**src/rtl/multicycle_ctrl.sv**
```systemverilog
// Multi-cycle control FSM for the RV32I subset core: sequences fetch, decode,
// execute, memory and writeback, and decodes the IR opcode/funct fields into
// per-cycle datapath strobes and mux selects.
module multicycle_ctrl #(
  parameter logic TRAP_ON_ILLEGAL = 1'b1
) (
  input  logic       clk,
  input  logic       rst,
  input  logic [6:0] opcode,
  input  logic [2:0] funct3,
  input  logic       funct7_5,
  input  logic       alu_zero,
  input  logic       alu_lt,
  input  logic       mem_ready,
  output logic       mem_req,
  output logic       mem_we,
  output logic       mem_addr_sel,
  output logic       ir_we,
  output logic       pc_we,
  output logic       pc_sel,
  output logic       alu_a_sel,
  output logic [1:0] alu_b_sel,
  output logic [3:0] alu_ctrl,
  output logic       alu_out_we,
  output logic       reg_we,
  output logic       wb_sel,
  output logic       instr_done,
  output logic       illegal,
  output logic [2:0] state_dbg
);

  typedef enum logic [2:0] {
    S_FETCH  = 3'd0,
    S_DECODE = 3'd1,
    S_EXEC   = 3'd2,
    S_MEM    = 3'd3,
    S_WB     = 3'd4,
    S_BRANCH = 3'd5,
    S_TRAP   = 3'd7
  } state_t;

  localparam logic [6:0] OP_R      = 7'b0110011;
  localparam logic [6:0] OP_I      = 7'b0010011;
  localparam logic [6:0] OP_LOAD   = 7'b0000011;
  localparam logic [6:0] OP_STORE  = 7'b0100011;
  localparam logic [6:0] OP_BRANCH = 7'b1100011;

  localparam logic [3:0] ALU_ADD = 4'd0;
  localparam logic [3:0] ALU_SUB = 4'd1;
  localparam logic [3:0] ALU_AND = 4'd2;
  localparam logic [3:0] ALU_OR  = 4'd3;
  localparam logic [3:0] ALU_XOR = 4'd4;
  localparam logic [3:0] ALU_SLT = 4'd5;
  localparam logic [3:0] ALU_SLL = 4'd6;
  localparam logic [3:0] ALU_SRL = 4'd7;
  localparam logic [3:0] ALU_SRA = 4'd8;

  // funct3/funct7 to ALU operation; SUB exists only for R-type, while the
  // arithmetic shift is selected by IR[30] for both R and I forms.
  function automatic logic [3:0] alu_map(input logic [2:0] f3, input logic f7,
                                         input logic rtype);
    logic [3:0] op;
    op = ALU_ADD;
    case (f3)
      3'b000:  op = (rtype && f7) ? ALU_SUB : ALU_ADD;
      3'b111:  op = ALU_AND;
      3'b110:  op = ALU_OR;
      3'b100:  op = ALU_XOR;
      3'b010:  op = ALU_SLT;
      3'b001:  op = ALU_SLL;
      3'b101:  op = f7 ? ALU_SRA : ALU_SRL;
      default: op = ALU_ADD;
    endcase
    return op;
  endfunction

  state_t state, nxt;

  logic is_rtype, is_ialu, is_load, is_store, is_branch;
  logic br_ok, legal, br_taken;

  logic       mem_req_c, mem_we_c, mem_addr_sel_c, ir_we_c, pc_we_c, pc_sel_c;
  logic       alu_a_sel_c, alu_out_we_c, reg_we_c, wb_sel_c, instr_done_c;
  logic       illegal_c;
  logic [1:0] alu_b_sel_c;
  logic [3:0] alu_ctrl_c;

  // The IR is stable from DECODE until the next FETCH, so the instruction
  // class is re-derived from it in every state rather than registered.
  always_comb begin
    is_rtype  = (opcode == OP_R);
    is_ialu   = (opcode == OP_I);
    is_load   = (opcode == OP_LOAD);
    is_store  = (opcode == OP_STORE);
    is_branch = (opcode == OP_BRANCH);
    br_ok     = is_branch &&
                (funct3 == 3'b000 || funct3 == 3'b001 || funct3 == 3'b100);
    legal     = ((is_rtype || is_ialu) && funct3 != 3'b011) ||
                is_load || is_store || br_ok;
    case (funct3)
      3'b000:  br_taken = alu_zero;
      3'b001:  br_taken = !alu_zero;
      3'b100:  br_taken = alu_lt;
      default: br_taken = 1'b0;
    endcase
  end

  // State register; reset returns to FETCH immediately.
  always_ff @(posedge clk or posedge rst) begin
    if (rst) state <= S_FETCH;
    else     state <= nxt;
  end

  // Next-state and per-state datapath controls.
  always_comb begin
    nxt            = state;
    mem_req_c      = 1'b0;
    mem_we_c       = 1'b0;
    mem_addr_sel_c = 1'b0;
    ir_we_c        = 1'b0;
    pc_we_c        = 1'b0;
    pc_sel_c       = 1'b0;
    alu_a_sel_c    = 1'b0;
    alu_b_sel_c    = 2'd0;
    alu_ctrl_c     = ALU_ADD;
    alu_out_we_c   = 1'b0;
    reg_we_c       = 1'b0;
    wb_sel_c       = 1'b0;
    instr_done_c   = 1'b0;
    illegal_c      = 1'b0;
    case (state)
      S_FETCH: begin
        // PC + 4 is formed on the ALU while the instruction is read.
        mem_req_c   = 1'b1;
        alu_b_sel_c = 2'd2;
        alu_ctrl_c  = ALU_ADD;
        if (mem_ready) begin
          ir_we_c = 1'b1;
          pc_we_c = 1'b1;
          nxt     = S_DECODE;
        end
      end
      S_DECODE: begin
        if (!legal) begin
          if (TRAP_ON_ILLEGAL) begin
            nxt = S_TRAP;
          end else begin
            instr_done_c = 1'b1;
            nxt          = S_FETCH;
          end
        end else if (is_branch) begin
          nxt = S_BRANCH;
        end else begin
          nxt = S_EXEC;
        end
      end
      S_EXEC: begin
        alu_a_sel_c  = 1'b1;
        alu_out_we_c = 1'b1;
        if (is_load || is_store) begin
          alu_b_sel_c = 2'd1;
          alu_ctrl_c  = ALU_ADD;
          nxt         = S_MEM;
        end else begin
          alu_b_sel_c = is_rtype ? 2'd0 : 2'd1;
          alu_ctrl_c  = alu_map(funct3, funct7_5, is_rtype);
          nxt         = S_WB;
        end
      end
      S_MEM: begin
        mem_req_c      = 1'b1;
        mem_addr_sel_c = 1'b1;
        mem_we_c       = is_store;
        if (mem_ready) begin
          if (is_store) begin
            instr_done_c = 1'b1;
            nxt          = S_FETCH;
          end else begin
            nxt = S_WB;
          end
        end
      end
      S_WB: begin
        reg_we_c     = 1'b1;
        wb_sel_c     = is_load;
        instr_done_c = 1'b1;
        nxt          = S_FETCH;
      end
      S_BRANCH: begin
        // The compare runs on the ALU; the target comes from the branch adder.
        alu_a_sel_c  = 1'b1;
        alu_b_sel_c  = 2'd0;
        alu_ctrl_c   = ALU_SUB;
        instr_done_c = 1'b1;
        if (br_taken) begin
          pc_we_c  = 1'b1;
          pc_sel_c = 1'b1;
        end
        nxt = S_FETCH;
      end
      S_TRAP: begin
        illegal_c = 1'b1;
      end
      default: begin
        nxt = S_FETCH;
      end
    endcase
  end

  // Reset gates every output so no request or write strobe escapes while
  // the asynchronous reset is asserted.
  assign mem_req      = mem_req_c      & ~rst;
  assign mem_we       = mem_we_c       & ~rst;
  assign mem_addr_sel = mem_addr_sel_c & ~rst;
  assign ir_we        = ir_we_c        & ~rst;
  assign pc_we        = pc_we_c        & ~rst;
  assign pc_sel       = pc_sel_c       & ~rst;
  assign alu_a_sel    = alu_a_sel_c    & ~rst;
  assign alu_b_sel    = rst ? 2'd0 : alu_b_sel_c;
  assign alu_ctrl     = rst ? 4'd0 : alu_ctrl_c;
  assign alu_out_we   = alu_out_we_c   & ~rst;
  assign reg_we       = reg_we_c       & ~rst;
  assign wb_sel       = wb_sel_c       & ~rst;
  assign instr_done   = instr_done_c   & ~rst;
  assign illegal      = illegal_c      & ~rst;
  assign state_dbg    = rst ? 3'd0 : state;

endmodule

```
**config.mk**
```make
export PLATFORM = sky130hd
export DESIGN_NAME = multicycle_ctrl
export DESIGN_NICKNAME = d
export VERILOG_FILES = /design/src/rtl/multicycle_ctrl.sv
export SDC_FILE = /design/constraint.sdc
export NUM_CORES = 1
export LEC_CHECK = 0
export CAP_MARGIN = 10
export CORE_UTILIZATION = 37
export CTS_BUF_LIST = sky130_fd_sc_hd__clkbuf_2 sky130_fd_sc_hd__clkbuf_4 sky130_fd_sc_hd__clkbuf_8
export CTS_CLUSTER_SIZE = 10
export DETAILED_ROUTE_END_ITERATION = 12
export GPL_TIMING_DRIVEN = 0
export PLACE_DENSITY = 0.79
export SYNTH_ARGS = -nofsm -noshare
export SYNTH_HDL_FRONTEND = slang
export SYNTH_SLANG_ARGS = --single-unit
```
**constraint.sdc**
```tcl
create_clock -name clk -period 1.7 [get_ports clk]
set_input_delay 0.34 -clock clk [delete_from_list [all_inputs] [get_ports clk]]
set_output_delay 0.34 -clock clk [all_outputs]
set_load 0.01 [all_outputs]
```
### Yosys cells after proc, flatten, opt, wreduce, memory -nomap -nowiden

Index checks and enable logic that the tools add are counted.

| word-level totals | value |
|---|---|
| output and inout port bits | 21 |
| input port bits | 16 |
| logic and storage cells | 87 |
| flip-flop bits (word level) | 3 |

| operators by class | value |
|---|---|
| reductions and logical operators | 17 |
| bitwise operators | 14 |
| muxes and demuxes | 35 |
| equal/unequal tests | 20 |

Operators with widths:

| kind | count |
|---|---|
| $pmux 4 s7 | 1 |
| $eq 3x3->1 const B | 7 |
| $mux 3 | 7 |
| $mux 1 | 17 |
| $pmux 3 s5 | 1 |
| $eq 7x6->1 const B | 2 |
| $and 1x1->1 | 12 |
| $mux 4 | 3 |
| $eq 3x2->1 const B | 3 |
| $pmux 4 s2 | 1 |
| $eq 7x2->1 const B | 1 |
| $eq 7x5->1 const B | 1 |
| $eq 7x7->1 const B | 1 |
| $logic_or 1x1->1 | 7 |
| $eq 3x1->1 const B | 2 |
| $logic_not 3->1 | 2 |
| $reduce_or 2->1 | 3 |
| $ne 2x2->1 const B | 2 |
| $pmux 1 s2 | 2 |
| $pmux 2 s2 | 1 |
| $logic_and 1x1->1 | 3 |
| $ne 3x2->1 const B | 1 |
| $pmux 1 s3 | 1 |
| $reduce_and 3->1 | 1 |
| 3 further kinds | 4 |

### Logic depth before layout (Yosys ltp)

| logic depth | value |
|---|---|
| depth after elaboration | 8 |
| depth in mapped cells | 5 |
| depth with buffers taken out | 4 |

### Worst setup path before layout

No wires, ideal clock.

| timing | value |
|---|---|
| path kind | flip-flop to output port |
| start point | register state[2] |
| end point | output port pc_we |
| path slack | -83 ps |
| path buffers | 1 |
| data required time | 1360 ps |
| arrival | 1443 ps |
| stages on the path, launching flop included | 5 |
| path through | dfrtp_1 > buf_4 > nor4_1 > nand2_1 > o31ai_1 |

| on the way | value |
|---|---|
| cells in the longest elaborated chain, start to end | 3 |

Ends and longest elaborated chain:

| element | RTL line | source |
|---|---|---|
| start: declaration | 77 | `state_t state, nxt;` |
| start signal: assignment | 111 | `else state <= nxt;` |
| $eq 3x3->1 / $logic_not 3->1 (equally long branches) | 131 | `case (state)` |
| $pmux 1 s2 (*) | 131 |  |
| $and 1x1->1 (*) | 216 | `assign pc_we = pc_we_c & ~rst;` |
| end: declaration | 19 | `output logic pc_we,` |

Mark *: on every way between the ends. The rest lies on a longest branch, timed or not.

### Final worst setup path

| timing | value |
|---|---|
| start point | register state[1] |
| end point | output port instr_done |

| on the way | value |
|---|---|
| cells in the longest elaborated chain, start to end | 4 |

Ends and longest elaborated chain:

| element | RTL line | source |
|---|---|---|
| $eq 3x3->1 | 131 |  |
| $reduce_or 2->1 (no source line) | - |  |
| $pmux 1 s2 (*) | 131 |  |
| $and 1x1->1 (*) | 224 | `assign instr_done = instr_done_c & ~rst;` |
| end: declaration | 27 | `output logic instr_done,` |

Marks and branches as above.

==> out/qor.yml <==
status:
  outcome: "finished, violations left"
  violations: "negative setup slack"
worst_hold_path:
  hold_class: "primary input to asynchronous set/reset pin"
sta:
  tightest_slew_ns: 0.374
  fin_ws_ns: -0.278
  slew_violations: 0
  fin_crit_sh_pct: 116
  period_minus_slack_ns: 1.98
  fin_worst_skew_ns: 0.00240
  rsz0062_at_grt: "true"
  setup_viol: 13
  fmaxAchievable_mhz: 506
  max-slew-margin-rel_pct: 74.9
  finalHoldViolCount: 0
final_layout:
  reg_top3: "state: 3 flops"
  post-route-util_pct: 88.3
  postLayoutCellArea_sq_um: 1210
  largest_reg_flops: 3
  instances_no_fill: 153
  top_register: "state"
  area_delta_synth_final_pct: 113
  drive_above_1_share_pct: 55.8
  fin_nets: 155
  diodes: 0
  seqCellArea_sq_um: 77.6
  num-fill-cells: 74
  multi_input_area_sq_um: 556
global_routing:
  use_met3_pct: 3.80
  first_global_vias: 756
  grt_most_used_layer: "met2"
  grt_usage_pct: 33.7
  grt_max_degree: 11
  grt_overflow: 0
  grt_antenna_before_repair: 0
  grt_pass1_wl_um: 3660
  grtUsageMet2_pct: 57.8
  met1_usage_pct: 41.9
clocking:
  clk_pin_slew_ns: 0.04
  hold_buffers: 0
  htreeDepth: 1
  insertion_delay_ns: 0.23
  cts.sinks: 3
  cts_tree: "built"
  cts_made_buffers: 3
  cts-root-buf: "clkbuf_4"
  clockBufferDepth: 2
pwr:
  leakage_uw: 0.000630
  powerDensity_nw_per_um2: 1110
  vdd_drop_max_v: 0.00117
critical_path:
  cp_num_buf_inv: 1
  crit_required_ns: 1.36
  cp-start-kind: "flop"
  path_class: "flop to output port"
  endpoint_kind: "output port"
  path_cells: "and2b_4, and3b_2, and3_4, a22o_1, buf_2"
  cpMaxStageDelayCell: "dfrtp_2"
  cp_max_fo: 3
  cp_top_family: "simple AND/OR/NAND/NOR gates"
  slowest_delay_ns: 0.43
  critPathArrivalTime_ns: 1.64
yosys:
  synth.net_count: 93
  syn_area_per_cell_sq_um: 7.36
  yosys_most_used_dff: "dfrtp_1"
  synth_seq_area_share_pct: 13.2
  synthArstFlopShare_pct: 100
  syn_inst: 77
  yosys_register_bits: 3
  synth_edf_count: 0
  synthesis.area_sq_um: 567
  ys_warn_count: 0
  ys_types: 38
floorplanning:
  die_h_um: 41.1
  start_util_pct: 41.5
  core_sq_um: 1370
  ios: 37
  num_rows: 13
  die-area_sq_um: 1690
  die_w_um: 41.1
route:
  route.detailed.drc: 0
  first_pass_iters: 4
  ant_nets: 0
  wl_um: 2740
  drt_iter0_drc: 34
  vias: 883
  vias_per_cell: 5.77
  avgRoutedWirePerCell_um: 17.9
run:
  cap_violations: 0
place:
  port-buffer-count: 35
  numPlacedInstances: 127
  gp_congestion: 0.825
  dp_hpwl_um: 1290
  place_area_sq_um: 942
worst paths after layout:
kind                                   endpoint  slack (ns)            startpoint  depth (start not counted)
max in group asynchronous  state[1]$_DFFE_PP0P_        1.46                   rst                          2
min in group clk           state[2]$_DFFE_PP0P_        0.71  state[2]$_DFFE_PP0P_                          2
min reg2reg                state[2]$_DFFE_PP0P_        0.71  state[2]$_DFFE_PP0P_                          2
min                        state[0]$_DFFE_PP0P_        0.06                   rst                          2
max reg2reg                state[2]$_DFFE_PP0P_        0.11  state[0]$_DFFE_PP0P_                          7
max                                  instr_done       -0.28  state[1]$_DFFE_PP0P_                          5
cell type report:
type	count	share of cell area [%]
timing repair buffer	57	37.8
inverter	8	2.80
sequential	3	6.43
buffer	4	2.90
tap	15	1.56
clock buffer	4	2.49
multi-input combinational	62	46.1
metrics by stage:
stage	TNS, ns	power (uW)	hold WS [ns]	setup slack, ns
after global placement	-11.64	809	0.618	-0.896
after CTS	-1.49	1200	0.0519	-0.257
final	-2.25	1340	0.0614	-0.278
after global routing	-2.81	1410	0.0869	-0.299
after floorplan	0	556	0.102	0.0213
after detailed placement	-12.17	821	0.635	-0.927
layer usage:
layer  wire (um)  up-vias
met5           0        -
met4          68        0
met3         180       10
met2        1340       58
met1        1150      416
li1            -      399
repair_timing:
| item | in CTS | in global routing |
|---|---|---|
| setup endpoints to repair | 21 | 19 |
| resized for setup | 109 | 12 |
| pin swaps | 17 | 6 |
| buffers inserted | 17 | 5 |
where the power goes:
| group | internal (uW) | total, uW | switching (uW) |
|---|---|---|---|
| registers | 109 | 142 | 33.2 |
| logic | 536 | 1050 | 517 |
| clock network | 104 | 145 | 40.8 |
| total | 749 | 1340 | 591 |
cells in the mapped netlist (2+ instances only):
library cell / n / area share [%]
o31ai_1: 2 / 2.6
o211ai_1: 2 / 2.6
buf_4: 2 / 2.6
nand2_1: 8 / 5.3
nor2b_1: 5 / 5.5
nand3_1: 2 / 1.8
nor2_1: 7 / 4.6
a21oi_1: 3 / 2.6
and3b_1: 2 / 3.1
dfrtp_1: 3 / 13
a31oi_1: 2 / 2.2
inv_1: 8 / 5.3
nor3_1: 6 / 5.3
kinds of logic (layout without fill, tap and decap cells):
logic type | count (synthesis) | count (layout) | synth area share (%)
AND/OR/NAND/NOR | 44 | 44 | 51.7
AO/OA/AOI/OAI | 17 | 17 | 22.7
buffers and inverters | 12 | 73 | 10.8
flip-flops | 3 | 3 | 13.2
XOR/XNOR | 1 | 1 | 1.55
cells in the final DEF, fill, tap and decap left out, types with 2 or more instances in the layout:
cell             instances
buf_2                   14
inv_1                    7
a21oi_1                  3
nor3_4                   3
dlymetal6s2s_1           2
nor2b_1                  4
buf_4                   19
o31ai_2                  2
buf_6                    9
nor2_1                   7
clkdlybuf4s15_1          3
nor3_2                   3
o211ai_1                 2
nand2_1                  6
clkbuf_4                 4
dlygate4sd2_1            8
clkbuf_2                 2
dfrtp_2                  2
nand2_2                  2
clkdlybuf4s50_1          3
a31oi_1                  2
or2_4                    2
Note: power is estimated with default switching activity, not from simulation.
